### src/rtl/seg7_scan16_if.sv
// Word-load and digit-drive bundle between the system and the hex display scanner.
interface seg7_scan16_if;
   logic [15:0] din;
   logic        load;
   logic [3:0]  val;
   logic [3:0]  an;
   logic        blank;
   logic        frame;
   logic        pend;

   modport master (output din, load, input val, an, blank, frame, pend);
   modport slave  (input din, load, output val, an, blank, frame, pend);
endinterface

### src/rtl/seg7_scan16.sv
// Four-digit hex scanner for a common-anode display feeding Decoder_7seg.
// New words are staged and only swapped in at frame boundaries to avoid tearing.
module seg7_scan16 #(
   parameter int DIV      = 1000,
   parameter bit BLANK_LZ = 1'b1
) (
   input  logic          clk,
   input  logic          rst_n,
   seg7_scan16_if.slave  bus
);

   logic [15:0] cnt;
   logic [1:0]  dig;
   logic [15:0] disp_r;
   logic [15:0] pend_r;
   logic        pend_f;
   logic        frame_r;
   logic        tick;
   logic        boundary;
   logic        blank_c;
   logic [3:0]  an_c;
   logic [3:0]  val_c;

   // Digit k is a leading zero when every nibble from k upward is zero.
   function automatic logic lz_blank(input logic [15:0] w, input logic [1:0] k);
      logic b;
      b = 1'b0;
      case (k)
         2'd1:    b = (w[15:4] == 12'd0);
         2'd2:    b = (w[15:8] == 8'd0);
         2'd3:    b = (w[15:12] == 4'd0);
         default: b = 1'b0;
      endcase
      return b;
   endfunction

   assign tick     = (cnt == 16'(DIV - 1));
   assign boundary = tick && (dig == 2'd3);

   always_ff @(posedge clk or negedge rst_n) begin
      if (!rst_n) begin
         cnt     <= '0;
         dig     <= '0;
         frame_r <= 1'b0;
      end else begin
         cnt     <= tick ? '0 : cnt + 16'd1;
         dig     <= tick ? dig + 2'd1 : dig;
         frame_r <= boundary;
      end
   end

   // A load on the boundary edge bypasses the pending stage entirely.
   always_ff @(posedge clk or negedge rst_n) begin
      if (!rst_n) begin
         disp_r <= '0;
         pend_r <= '0;
         pend_f <= 1'b0;
      end else if (bus.load && boundary) begin
         disp_r <= bus.din;
         pend_r <= bus.din;
         pend_f <= 1'b0;
      end else if (bus.load) begin
         pend_r <= bus.din;
         pend_f <= 1'b1;
      end else if (boundary && pend_f) begin
         disp_r <= pend_r;
         pend_f <= 1'b0;
      end
   end

   always_comb begin
      val_c   = disp_r[{dig, 2'b00} +: 4];
      blank_c = BLANK_LZ && lz_blank(disp_r, dig);
      an_c    = blank_c ? 4'b1111 : ~(4'b0001 << dig);
   end

   assign bus.val   = val_c;
   assign bus.an    = an_c;
   assign bus.blank = blank_c;
   assign bus.frame = frame_r;
   assign bus.pend  = pend_f;

endmodule

### src/flat_wrapper.sv
// flat-port wrapper written by rule: the top's interface ports become plain ports
module seg7_scan16_flat 
#(
   parameter int DIV      = 1000,
   parameter bit BLANK_LZ = 1'b1
)
  (clk, rst_n, bus_din, bus_load, bus_val, bus_an, bus_blank, bus_frame, bus_pend);
  seg7_scan16_if bus_i ();
  input  logic clk;
  input  logic rst_n;
  input wire logic [$bits(bus_i.din)-1:0] bus_din;
  input wire logic [$bits(bus_i.load)-1:0] bus_load;
  output wire logic [$bits(bus_i.val)-1:0] bus_val;
  output wire logic [$bits(bus_i.an)-1:0] bus_an;
  output wire logic [$bits(bus_i.blank)-1:0] bus_blank;
  output wire logic [$bits(bus_i.frame)-1:0] bus_frame;
  output wire logic [$bits(bus_i.pend)-1:0] bus_pend;
  assign bus_i.din = bus_din;
  assign bus_i.load = bus_load;
  assign bus_val = bus_i.val;
  assign bus_an = bus_i.an;
  assign bus_blank = bus_i.blank;
  assign bus_frame = bus_i.frame;
  assign bus_pend = bus_i.pend;
  seg7_scan16 #(.DIV(DIV), .BLANK_LZ(BLANK_LZ)) u_core (.clk(clk), .rst_n(rst_n), .bus(bus_i));
endmodule
### config.mk
export PLATFORM = sky130hd
export DESIGN_NAME = seg7_scan16_flat
export DESIGN_NICKNAME = d
export VERILOG_FILES = /design/src/rtl/seg7_scan16_if.sv /design/src/rtl/seg7_scan16.sv /design/src/flat_wrapper.sv
export SDC_FILE = /design/constraint.sdc
export NUM_CORES = 1
export LEC_CHECK = 0
export ABC_AREA = 1
export BUFFER_PORTS_ARGS = -buffer_cell sky130_fd_sc_hd__buf_2
export CAP_MARGIN = 20
export CORE_MARGIN = 2
export CORE_UTILIZATION = 50
export DETAILED_ROUTE_END_ITERATION = 16
export GPL_ROUTABILITY_DRIVEN = 0
export HOLD_SLACK_MARGIN = 0.02
export MAX_ROUTING_LAYER = met4
export PLACE_DENSITY = 0.7
export SLEW_MARGIN = 40
export SYNTH_ARGS = -nofsm -noshare
export SYNTH_HDL_FRONTEND = slang
export SYNTH_SLANG_ARGS = --single-unit
export TNS_END_PERCENT = 10
### constraint.sdc
create_clock -name clk -period 2.6 [get_ports clk]
set_input_delay 0.26 -clock clk [delete_from_list [all_inputs] [get_ports clk]]
set_output_delay 0.26 -clock clk [all_outputs]
set_load 0.005 [all_outputs]
## Word level (Yosys, flattened, before mapping)

Index checks and enable logic that the tools add are counted.

- Register bits after elaboration: 52
- Input bits: 19
- Output and inout bits: 11
- Word-level logic and storage cells: 37

- Add/sub/neg operators: 2
- Equal/unequal tests: 5
- Shift operators: 2
- Multiplexer cells: 11
- Bitwise gates (word level): 1
- Reductions and logical operators: 10

Operators with widths:

| kind | number |
|---|---|
| $mux W16 | 6 |
| $add A16 B1 Y16 const B | 1 |
| $eq A16 B10 Y1 const B | 1 |
| $shiftx A16 B5 Y4 | 1 |
| $logic_not A12 Y1 | 1 |
| $logic_not A8 Y1 | 1 |
| $eq A2 B2 Y1 const B | 2 |
| $logic_not A4 Y1 | 1 |
| $mux W4 | 1 |
| $not A4 Y4 | 1 |
| $reduce_bool A2 Y1 | 2 |
| $shl A1 B2 Y4 const A | 1 |
| $logic_and A1 B1 Y1 | 3 |
| $mux W1 | 3 |
| $pmux W1 S3 | 1 |
| $reduce_bool A3 Y1 | 1 |
| $add A2 B1 Y2 const B | 1 |
| $eq A2 B1 Y1 const B | 1 |
| $ne A2 B1 Y1 const B | 1 |
| $reduce_and A2 Y1 | 1 |

## Longest topological paths before layout

Gate-level depths: netlist of the first run.

- Depth after elaboration: 6
- Gate-level depth with buffers: 10
- Depth with buffers taken out: 9

## Least setup slack after synthesis of the first run

Ideal clock, no wire load.

- Path type: register to output
- Start point: register u_core.dig[0]
- End point: output bus_an[1]
- Arrival time: 1.398 ns
- Setup slack: 0.942 ns
- Stages on the path, launching flop included: 9
- Cell sequence: dfrtp_1 > inv_1 > clkbuf_1 > ha_1 > a31o_2 > nand2_1 > nand2_1 > nand2_1 > nand2_1

- Cells in the longest elaborated chain, start to end: 3

RTL lines:

| item | RTL line | source |
|---|---|---|
| start: declaration | seg7_scan16.sv:13 | `logic [1:0] dig;` |
| start signal: assignment | seg7_scan16.sv:47 | `dig <= tick ? dig + 2'd1 : dig;` |
| $eq A2 B2 Y1 (tied with other cells) | seg7_scan16.sv:28 | `case (k)` |
| $pmux W1 S3 or $not A4 Y4 (tied branches) | seg7_scan16.sv:28, seg7_scan16.sv:74 |  |
| $mux W4 (*) | seg7_scan16.sv:74 | `an_c = blank_c ? 4'b1111 : ~(4'b0001 << dig);` |
| end: declaration | flat_wrapper.sv:14 | `output wire logic [$bits(bus_i.an)-1:0] bus_an;` |

Every way passes the cells marked *; elsewhere a longest branch is shown, timed or not.

## Worst setup path in the final report of the first run

- Start point: register u_core.dig[0]
- End point: output bus_an[2]

Same word-level chain as after synthesis.

==> results.py, run 1 <==
metrics = {
    "clock_network": {
        "ctsResizeCount": 0,
        "clkLatencyLatePin_ps": 300,
        "cts_inserted_buffers": 5,
        "cts_setup_buffers": 0,
        "cts.sinks": 52,
        "cts_max_path_buffers": 2,
        "cts-htree-levels": 2,
        "cts_root_buffer": "clkbuf_8",
        "clkTransAtPathRegs_ps": 90,
        "cts_hold_buf": 1,
        "cts_tree": "yes",
    },
    "power_and_ir_drop": {
        "p_leak_nw": 1.67,
        "p_int_mw": 1.20,
        "switching_share_pct": 20.9,
        "max-vdd-ir-drop_mv": 0.290,
        "p_seq_share_pct": 55.1,
        "p_clk_share_pct": 39.5,
        "power_switching_mw": 0.317,
        "p_comb_share_pct": 5.4,
        "p_per_area_mw_per_mm2": 512,
    },
    "global_route": {
        "grt_pass1_vias": 2011,
        "grt-ovfl-total": 0,
        "grt_usage_pct": 20.3,
        "antenna_found_initial": 0,
        "grt_max_degree": 33,
        "grt_pass1_wl_mm": 9.28,
    },
    "timing": {
        "rsz0062_at_grt": "false",
        "post-route-min-period_ps": 2190,
        "final_max_slew_viol_count": 0,
        "slew_headroom_pct": 57.6,
        "fin_crit_sh_pct": 84.3,
        "worstMarginPinSlew_ps": 633,
        "skew_ps": 4.16,
        "fin_ws_ps": 409,
        "finalSetupViolCount": 0,
        "finalHoldViolations": 0,
        "setup-tns-final_ps": 0,
        "fmax_ghz": 0.456,
    },
    "layout": {
        "final_common_cell": "nand2_1",
        "layout_common_cells": "87 x nand2_1, 52 x dfrtp_1, 44 x inv_1",
        "diodes": 0,
        "layout-drive-gt1-share_pct": 17.1,
        "layout.nets": 386,
        "syn_to_final_growth_pct": 12.6,
    },
    "floorplanning": {
        "start_util_pct": 51.5,
        "die_w_um": 76.5,
        "ios": 30,
        "rows": 26,
        "core_mm2": 0.00511,
        "dieArea_mm2": 0.00586,
        "die_h_um": 76.5,
    },
    "synth": {
        "synthMuxAreaShare_pct": 0,
        "synth-xor-area-share_pct": 2.33,
        "ys_ff_latch": 52,
        "synthDistinctLibCells": 31,
        "synth-compound-area-share_pct": 8.04,
        "ys_seq_area_share_pct": 49.5,
        "netlist_area_mm2": 0.00263,
        "syn_inst": 329,
        "synth_fa_ha_area_share_pct": 2.85,
        "yosysWarnings": 0,
        "synth-simple-area-share_pct": 28.0,
        "syn-num-nets": 354,
        "avgSynthCellArea_um2": 7.99,
        "synth_top_family_by_area": "simple AND/OR/NAND/NOR gates",
    },
    "routing": {
        "wl_per_cell_um": 11.9,
        "routed_via_density": 4.73,
        "vias": 2045,
        "drc": 0,
        "antenna_left": 0,
        "drt-pass1-iter-count": 4,
        "drtIter0Drc": 176,
        "wirelength_mm": 5.15,
    },
    "setup_path": {
        "path_class": "flop to output port",
        "timing.critical_path.to_type": "output port",
        "start_kind": "flop",
        "arrival_ps": 1930,
        "worst_ep_required_time_ps": 2340,
        "crit_fanout": 14,
    },
    "min_path": {
        "hp-class": "input pin to flop",
    },
    "placed_design": {
        "hpwl_mm": 3.78,
        "io_buffers": 29,
        "place_ws_ps": 758,
    },
    "run": {
        "maxCapViolations": 0,
    },
    "run_status": {
        "outcome": "finished clean",
    },
}
==> worst max-delay path, cell delays in order (launching register included) <==
cell,delay (ps)
dfrtp_1,490
inv_1,260
ha_1,290
a31o_2,210
nand2_1,50
nand2_1,40
nand2_1,90
nand2_1,60
buf_2,120
==> cells by family after synthesis <==
kind of cell             count (synthesis)
XOR/XNOR                                 7
buffers and inverters                   57
AND/OR/NAND/NOR                        166
AO/OA/AOI/OAI                           41
flip-flops                              52
adder cells (fa/ha/maj)                  6
==> final cells by class <==
type                       instances  area, um^2
tap                               70        87.6
multi-input combinational        220        1080
timing repair buffer              33         178
fill                             504        2150
inverter                          49         185
sequential                        52        1300
clock inverter                     1        30.0
clock buffer                       7        96.3
==> metal layers <==
layer,share of wire (%),vias up,track usage (%)
met5,0,-,-
met4,1.1,0,6.00
met3,4.3,4,4.74
met2,46,37,30.2
met1,48,930,28.0
li1,-,1074,-
==> synth_stat cells <==
master	n	area share, %
nand2_1	87	12
inv_1	44	6.3
clkinv_2	1	0.19
nor3_1	6	1.1
clkbuf_1	1	0.14
xor2_1	7	2.3
nand4_1	1	0.24
nand4_2	1	0.48
buf_2	3	0.57
inv_2	3	0.43
dfrtp_1	52	49
clkinv_1	1	0.14
buf_4	1	0.29
nor2_4	2	0.86
a21oi_1	22	4.2
or2_1	1	0.24
nor2_1	43	6.1
nand2_2	1	0.24
nand3b_1	1	0.29
ha_1	6	2.9
nand2_4	1	0.43
o21ai_0	11	2.1
nor4_1	1	0.24
nand3_2	1	0.38
nor2_2	10	2.4
o21ai_1	5	0.95
nand4_4	1	0.81
o22ai_1	2	0.48
nand3_1	9	1.7
a31o_2	1	0.33
buf_6	3	1.3
==> power groups by stage <==
| stage | sequential, mW | combinational, mW | clock (mW) |
|---|---|---|---|
| floorplan | 0.850 | 0.0430 | 0 |
| global placement | 0.851 | 0.0809 | 0 |
| detailed placement | 0.852 | 0.0827 | 0 |
| CTS | 0.835 | 0.0843 | 0.611 |
| global route | 0.837 | 0.0990 | 0.651 |
| finish | 0.835 | 0.0817 | 0.598 |
==> worst paths after layout <==
check,start,end,slack (ps),cells after the start
max reg2reg,u_core.cnt[0],u_core.disp_r[8],770,8
max in group asynchronous,rst_n,u_core.disp_r[12],1570,3
min reg2reg,u_core.cnt[0],u_core.cnt[0],470,1
max,u_core.dig[0],bus_an[2],410,8
min,bus_din[8],u_core.pend_r[8],180,3
min in group asynchronous,rst_n,u_core.cnt[8],430,2
==> registers in the layout (all words and copies together) (netlist names) <==
register / count
u_core.bus.pend: 1
u_core.pend_r: 16
u_core.cnt: 16
u_core.disp_r: 16
u_core.bus.frame: 1
u_core.dig: 2
==> metrics by stage <==
stage	hold WS, ps	power, mW	instances	util, %	cell area (um^2)
after floorplan	-35.6	0.893	329	-	2630
after global placement	230	0.932	423	55.3	2830
after detailed placement	238	0.934	423	55.3	2830
after CTS	178	1.53	432	58.0	2960
after global routing	185	1.59	432	58.0	2960
final	182	1.51	432	58.0	2960
Power figures use the tool's default switching activity.
==> run 2, diff against run 1 <==
==> constraint.sdc (replaced) <==
create_clock -name clk -period 2.05 [get_ports clk]
set_input_delay 0.205 -clock clk [delete_from_list [all_inputs] [get_ports clk]]
set_output_delay 0.205 -clock clk [all_outputs]
set_load 0.005 [all_outputs]
==> results.py, run 2 (synthesis gave the netlist of run 1 again) <==
metrics = {
    "layout": {
        "syn_to_final_growth_pct": 15.2,
        "layout-drive-gt1-share_pct": 20.3,
        "layout.nets": 394,
        "reg.largest.list": "u_core.cnt x16, u_core.disp_r x16, u_core.pend_r x16",
        "final_common_cell": "nand2_1",
        "fin_cells": 440,
        "diodes": 0,
        "layout_common_cells": "87 x nand2_1, 50 x dfrtp_1, 43 x nor2_1",
    },
    "global_route": {
        "grt-ovfl-total": 0,
        "grt_pass1_vias": 1942,
        "antenna_found_initial": 0,
        "grt_max_degree": 28,
        "grt_pass1_wl_mm": 9.02,
        "grt_usage_pct": 19.8,
    },
    "setup_path": {
        "crit_fanout": 8,
        "timing.critical_path.to_type": "output port",
        "worst_ep_required_time_ps": 1850,
        "slowest_delay_ps": 470,
        "crit_family": "buffers and inverters",
        "critical_path.cell_chain": "clkinvlp_4 > buf_4 > buf_4 > o21ai_0 > a21oi_1 > a21oi_1 > buf_2",
        "path_class": "flop to output port",
        "arrival_ps": 1810,
        "start_kind": "flop",
        "crit_buf_inv": 4,
        "critPathSlowestCell": "dfrtp_2",
    },
    "timing": {
        "fin_ws_ps": 38.1,
        "worstMarginPinSlew_ps": 536,
        "final_max_slew_viol_count": 0,
        "fin_crit_sh_pct": 98.1,
        "finalSetupViolCount": 0,
        "slew_headroom_pct": 64.3,
        "skew_ps": 10.2,
        "fmax_ghz": 0.497,
        "rsz0062_at_grt": "true",
        "finalHoldViolations": 0,
        "post-route-min-period_ps": 2010,
    },
    "routing": {
        "vias": 2071,
        "drc": 0,
        "wl_per_cell_um": 12.0,
        "drtIter0Drc": 114,
        "routed_via_density": 4.71,
        "drt-pass1-iter-count": 4,
        "wirelength_mm": 5.28,
        "antenna_left": 0,
    },
    "placed_design": {
        "io_buffers": 29,
        "place_ws_ps": 362,
        "hpwl_mm": 3.79,
        "place_inst": 425,
    },
    "clock_network": {
        "cts_inserted_buffers": 5,
        "cts_max_path_buffers": 2,
        "cts.sinks": 52,
        "cts_tree": "yes",
        "clkTransAtPathRegs_ps": 100,
        "cts-htree-levels": 2,
        "cts_root_buffer": "clkbuf_8",
        "clkLatencyLatePin_ps": 310,
    },
    "floorplanning": {
        "dieArea_mm2": 0.00586,
        "ios": 30,
        "rows": 26,
        "die_w_um": 76.5,
        "die_h_um": 76.5,
        "core_mm2": 0.00511,
        "start_util_pct": 51.5,
    },
    "power_and_ir_drop": {
        "p_per_area_mw_per_mm2": 618,
        "max-vdd-ir-drop_mv": 0.403,
        "p_leak_nw": 1.69,
    },
    "run": {
        "maxCapViolations": 0,
    },
    "min_path": {
        "hp-class": "input pin to flop",
    },
    "run_status": {
        "outcome": "finished clean",
    },
}
[run 2: stage by stage]
stage / TNS [ps] / cell area [um^2] / utilization [%] / total power, mW / hold WS, ps
2_1_floorplan: 0 / 2630 / - / 1.13 / -90.6
3_3_place_gp: 0 / 2850 / 55.9 / 1.18 / 224
3_5_place_dp: 0 / 2850 / 55.9 / 1.18 / 219
4_1_cts: 0 / 2980 / 58.3 / 1.89 / 117
5_1_grt: -228 / 3030 / 59.3 / 1.95 / 138
6_report: 0 / 3030 / 59.3 / 1.87 / 123
[run 2: what timing repair did]
action                                  in CTS  in global routing
endpoints found under the setup margin       1                  3
endpoints found under the hold margin       23                  0
gates resized for setup                      1                  4
pin swaps                                    0                  1
setup buffers                                0                  6
hold buffers                                 1                  0
[run 2: final cells by class]
| cell class | count | area, um^2 |
|---|---|---|
| fillers | 474 | 2080 |
| flip-flops and latches | 52 | 1300 |
| multi-input cells | 220 | 1090 |
| repair buffers | 41 | 250 |
| inverters | 49 | 189 |
| well taps | 70 | 87.6 |
| clock buffers | 5 | 68.8 |
| clock inverters | 3 | 42.5 |
[run 2: power by group]
group	internal, mW	switching [mW]	total (mW)
logic	0.0363	0.0664	0.103
registers	1.05	0.00735	1.06
clock network	0.362	0.350	0.712
total	1.45	0.424	1.87
[run 2: worst paths after layout]
path	start	end	slack, ps	depth (start not counted)
setup reg to reg	u_core.cnt[0]	u_core.disp_r[7]	340	9
setup / recovery	u_core.dig[0]	bus_val[3]	40	7
hold reg to reg	u_core.cnt[0]	u_core.cnt[0]	480	1
hold / removal	bus_din[7]	u_core.pend_r[7]	120	3
min in group asynchronous	rst_n	u_core.cnt[8]	400	2
max in group asynchronous	rst_n	u_core.pend_r[8]	1040	3
[run 2: tightest hold or removal path, cell delays in order]
cell	delay [ps]
buf_2	70
nand2_1	40
nand2_1	80
[run 2: per-layer routing]
| layer | part of all wire, % | GRT usage (%) | up-vias |
|---|---|---|---|
| met5 | 0 | - | - |
| met1 | 50 | 28.5 | 921 |
| met4 | 1.8 | 6.91 | 0 |
| li1 | - | - | 1096 |
| met3 | 4.2 | 3.91 | 9 |
| met2 | 44 | 28.1 | 45 |
